==> src/rtl/fifo_uart_pkg.sv <==
// rtl/fifo_uart_pkg.sv - shared state encoding and frame constants for the FIFO-fed UART transmitter
package fifo_uart_pkg;

   localparam int FRAME_BITS_8N1 = 10;
   localparam int FRAME_BITS_8E1 = 11;
   localparam logic TX_IDLE = 1'b1;

`ifdef FIFO_UART_TX_PARITY_EN
   typedef enum logic [2:0] {
      IDLE   = 3'd0,
      POP    = 3'd1,
      LOAD   = 3'd2,
      START  = 3'd3,
      DATA   = 3'd4,
      PARITY = 3'd5,
      STOP   = 3'd6
   } state_t;
`else
   typedef enum logic [2:0] {
      IDLE   = 3'd0,
      POP    = 3'd1,
      LOAD   = 3'd2,
      START  = 3'd3,
      DATA   = 3'd4,
      STOP   = 3'd6
   } state_t;
`endif

endpackage

==> src/rtl/uart_baud_ctr.sv <==
// rtl/uart_baud_ctr.sv - bit-period counter; tick marks the last CLK cycle of a UART bit
module uart_baud_ctr #(
   parameter int CLKS_PER_BIT = 16
) (
   input  logic CLK,
   input  logic RSTn,
   input  logic clr,
   output logic tick
);

   localparam logic [15:0] LAST = 16'(CLKS_PER_BIT - 1);

   logic [15:0] cnt;

   always_ff @(posedge CLK or negedge RSTn) begin
      if (!RSTn) begin
         cnt <= '0;
      end else if (clr || tick) begin
         cnt <= '0;
      end else begin
         cnt <= cnt + 16'd1;
      end
   end

   assign tick = (cnt == LAST);

endmodule

==> src/rtl/fifo_uart_tx.sv <==
// rtl/fifo_uart_tx.sv - pops the FIFO and serialises each byte as UART 8N1 (8E1 with FIFO_UART_TX_PARITY_EN)
module fifo_uart_tx
   import fifo_uart_pkg::*;
#(
   parameter int DATA_W       = 8,
   parameter int CLKS_PER_BIT = 16
) (
   input  logic              CLK,
   input  logic              RSTn,
   input  logic              tx_en,
   input  logic              empty,
   input  logic [DATA_W-1:0] fifo_data,
   output logic              read,
   output logic              tx,
   output logic              busy,
   output logic [15:0]       frame_cnt
);

   localparam int IDX_W = (DATA_W > 1) ? $clog2(DATA_W) : 1;
   localparam logic [IDX_W-1:0] LAST_IDX = IDX_W'(DATA_W - 1);

   state_t            state, state_d;
   logic [DATA_W-1:0] shift_q, shift_d;
   logic [IDX_W-1:0]  idx_q, idx_d;
   logic              tx_d;
   logic              tick;
   logic              clr;
`ifdef FIFO_UART_TX_PARITY_EN
   logic              par_q, par_d;
`endif

   // Restart the bit period on every state change; DATA->DATA relies on the counter wrap.
   assign clr = (state_d != state);

   uart_baud_ctr #(
      .CLKS_PER_BIT(CLKS_PER_BIT)
   ) u_baud (
      .CLK (CLK),
      .RSTn(RSTn),
      .clr (clr),
      .tick(tick)
   );

   always_ff @(posedge CLK or negedge RSTn) begin
      if (!RSTn) begin
         state     <= IDLE;
         shift_q   <= '0;
         idx_q     <= '0;
         tx        <= TX_IDLE;
         frame_cnt <= '0;
`ifdef FIFO_UART_TX_PARITY_EN
         par_q     <= 1'b0;
`endif
      end else begin
         state   <= state_d;
         shift_q <= shift_d;
         idx_q   <= idx_d;
         tx      <= tx_d;
`ifdef FIFO_UART_TX_PARITY_EN
         par_q   <= par_d;
`endif
         if (state == STOP && tick) begin
            frame_cnt <= frame_cnt + 16'd1;
         end
      end
   end

   always_comb begin
      state_d = state;
      shift_d = shift_q;
      idx_d   = idx_q;
`ifdef FIFO_UART_TX_PARITY_EN
      par_d   = par_q;
`endif
      case (state)
         IDLE:  if (tx_en && !empty) state_d = POP;
         POP:   state_d = LOAD;
         LOAD: begin
            shift_d = fifo_data;
`ifdef FIFO_UART_TX_PARITY_EN
            par_d   = ^fifo_data;
`endif
            state_d = START;
         end
         START: begin
            if (tick) begin
               idx_d   = '0;
               state_d = DATA;
            end
         end
         DATA: begin
            if (tick) begin
               shift_d = shift_q >> 1;
               idx_d   = idx_q + IDX_W'(1);
               if (idx_q == LAST_IDX) begin
`ifdef FIFO_UART_TX_PARITY_EN
                  state_d = PARITY;
`else
                  state_d = STOP;
`endif
               end
            end
         end
`ifdef FIFO_UART_TX_PARITY_EN
         PARITY: if (tick) state_d = STOP;
`endif
         STOP:  if (tick) state_d = (tx_en && !empty) ? POP : IDLE;
         default: state_d = IDLE;
      endcase

      // tx is registered from the upcoming state so the line changes on the state boundary.
      case (state_d)
         START:   tx_d = 1'b0;
         DATA:    tx_d = shift_d[0];
`ifdef FIFO_UART_TX_PARITY_EN
         PARITY:  tx_d = par_d;
`endif
         default: tx_d = TX_IDLE;
      endcase
   end

   assign read = (state == POP);
   assign busy = (state != IDLE);

endmodule
==> config.mk <==
export PLATFORM = sky130hd
export DESIGN_NAME = fifo_uart_tx
export DESIGN_NICKNAME = d
export VERILOG_FILES = /design/src/rtl/fifo_uart_pkg.sv /design/src/rtl/uart_baud_ctr.sv /design/src/rtl/fifo_uart_tx.sv
export SDC_FILE = /design/constraint.sdc
export NUM_CORES = 1
export LEC_CHECK = 0
export ABC_AREA = 1
export CAP_MARGIN = 10
export CORE_MARGIN = 4
export CORE_UTILIZATION = 28
export DETAILED_ROUTE_END_ITERATION = 16
export PLACE_DENSITY = 0.55
export SLEW_MARGIN = 20
export SYNTH_ARGS = -nofsm -noshare
export SYNTH_HDL_FRONTEND = slang
export SYNTH_SLANG_ARGS = --single-unit
==> constraint.sdc <==
create_clock -name CLK -period 2.2 [get_ports CLK]
set_input_delay 0.22 -clock CLK [delete_from_list [all_inputs] [get_ports CLK]]
set_output_delay 0.22 -clock CLK [all_outputs]
set_load 0.01 [all_outputs]
==> reports/metrics.yaml <==
outcome:
  status: "complete, no violations"
cells_and_area:
  nFillCells: 935
  final-seq-area_um2: 1180
  instances_no_fill: 460
  layout-drive-gt1-share: 0.114
  nNetsFinal: 367
  multi_input_area_um2: 1260
  final_area_um2: 3170
  n_antenna_cell: 0
  syn2layout_area_growth_pct: 22.4
worst_setup_path:
  ff2ff_setup_slack_ps: 300
  cp.required_ps: 2380
  worstRegToRegCells: 10
  start_kind: "register"
  worstPathMaxFanout: 16
  worstSetupEndpointType: "register"
  max_stage_delay_ps: 440
  critPathKind: "register to register"
  path_cells: "ha_1 -> nand3_4 -> nor2_2 -> nand3_2 -> nand2_1 -> nand2_1 -> nand3_2 -> nand2_2 -> nand2_4 -> nor2_1"
  worstPathArrival_ps: 2080
  crit_slowest_cell: "dfrtp_1"
logic_synthesis:
  synth_fp_nets: 328
  yosysWarnings: 0
  synth_mux_area_frac: 0
  synthAdderAreaFrac: 0.0193
  synth-simple-area-share: 0.334
  synth_top_cell_area_share: 0.444
  synth.largest_area_cell: "dfrtp_1"
  ys_seq_area_frac: 0.455
  async_flop_share: 1.00
  yosys_register_bits: 47
  netlist_area_um2: 2590
  syn_inst: 312
  synthTopCellsByArea: "dfrtp_1, nand2_1, xor2_1"
  synth_edf_count: 0
  synth_top_cells_by_count: "nand2_1, dfrtp_1, nor2_1"
  yosys.area_share.xor_xnor: 0.0879
  synth_ff_type: "dfrtp_1"
  synth_cell_types: 31
  syn_avg_cell_area_um2: 8.30
  yosysMostFrequentCell: "nand2_1"
  synth_top_family_by_area: "simple AND/OR/NAND/NOR gates"
  synth_compound_area_frac: 0.0469
clock_tree:
  clock-sinks: 47
  clock-root-buffer: "clkbuf_8"
  cts_resized: 0
  clk_pin_slew_ps: 90
  cts_max_level: 2
  cts.path.max_buffers: 2
  hold_buffers: 1
  numCtsBuffers: 5
  cts_setup_buffers: 0
  clk_latency_ps: 300
  cts_tree: "yes"
drt:
  num_vias: 2153
  dr.pass1.iters: 4
  routed_via_density: 4.68
  drtIter0Drc: 103
  wl_mm: 5.50
  post_drt_wl_per_cell_um: 11.9
  drc: 0
  drtAntennaViolNets: 0
placement:
  dp_hpwl_mm: 4.08
  place_area_um2: 3030
  io_buffer_count: 30
  gp_congestion: 0.826
  place_inst: 451
hold_path:
  hold_class: "input pin to async pin"
global_routing:
  grt_pass1_vias: 2100
  grt_overflow: 0
  grt_max_degree: 48
  grtUsageTotal: 0.104
  antenna_found_initial: 0
  grt_first_pass_wirelength_mm: 9.53
floorplan:
  start_util: 0.293
  die_x_um: 104
  die-area_um2: 10900
  fp-row-count: 34
  coreArea_um2: 8850
  pin_count: 31
  die_h_um: 104
timing:
  setup_tns_ps: 0
  max-slew-margin-rel: 0.735
  fmax_mhz: 526
  finalHoldViolCount: 0
  timing.clock.skew_ps: 7.94
  slew_violations: 0
  worst_pin_slew_ps: 393
  period_needed_ps: 1900
  fin_crit_sh: 0.864
  grt_setup_unrepaired: "false"
  finalSetupViolCount: 0
power_and_ir_drop:
  p_per_area_nw_per_um2: 813
  power_leakage_nw: 1.43
  ir_worst_vdd_mv: 0.419
run:
  max_cap_violations: 0
==> cell usage in the layout (no fill, tap or decap), types with 3 or more instances in the layout <==
master           Yosys  routed
xnor2_1              7       7
nor2_2              14      14
a22oi_1              6       6
inv_1               30      30
nand4_1              6       6
nand3_1             25      25
o21ai_1              3       3
dfrtp_1             46      46
xor2_1              19      19
clkdlybuf4s50_1      0      29
nor2_1              38      38
nand2_1             71      71
clkbuf_8             0       5
nor4_1               5       5
nor3_1               9       9
nand2_2              4       4
o21ai_0              3       3
nand3_2              3       3
ha_1                 4       4
==> per-layer routing <==
metal  routed length [um]  global-route usage
met1                 2660               0.131
met2                 2480               0.173
met3                  279              0.0267
met4                   80              0.0342
met5                    0                   0
==> worst max-delay path, delay by kind of cell, from the launching register on <==
kind,cells,cell delay (ps)
and+or+nand+nor,9,1050
DFF,1,440
adders and majority gates,1,290
==> through the flow <==
stage | worst slack, ps | util | hold slack (ps) | power (mW)
3_3_place_gp | 383 | 0.342 | 231 | 1.86
4_1_cts | 276 | 0.358 | 437 | 2.63
2_1_floorplan | 496 | - | -75.6 | 1.76
6_report | 300 | 0.358 | 425 | 2.58
3_5_place_dp | 294 | 0.342 | 230 | 1.87
5_1_grt | 129 | 0.358 | 439 | 2.75
==> cells by family (layout without fill, tap and decap cells) <==
| logic type | count (synthesis) | in the layout |
|---|---|---|
| flops | 47 | 47 |
| compound gates | 18 | 18 |
| xor+xnor | 26 | 26 |
| simple gates | 182 | 182 |
| fa+ha+maj | 4 | 4 |
| buf+inv | 35 | 75 |
==> flip-flops by register name, indices dropped and copies added, names as in the netlist <==
| signal | cells |
|---|---|
| frame_cnt | 16 |
| idx_q | 3 |
| shift_q | 8 |
| state | 3 |
| tx | 1 |
| u_baud.cnt | 16 |
==> final timing paths <==
check                                  to           from
max in group asynchronous              tx           RSTn
min reg2reg                    shift_q[2]     shift_q[3]
min                          frame_cnt[5]           RSTn
min in group CLK               shift_q[7]   fifo_data[7]
max                        u_baud.cnt[15]  u_baud.cnt[0]
max reg2reg                u_baud.cnt[15]  u_baud.cnt[0]
==> where the power goes <==
| part | switching, mW | internal [mW] |
|---|---|---|
| logic | 0.491 | 0.245 |
| registers | 0.0954 | 1.00 |
| clock network | 0.288 | 0.454 |
| total | 0.875 | 1.70 |
==> final cells by class <==
class	count	area share
clock inverter	2	0.0189
clock buffer	6	0.0229
inverter	34	0.0403
sequential	47	0.371
multi-input combinational	230	0.399
timing repair buffer	33	0.105
tap	108	0.0426
Power figures use the tool's default switching activity.
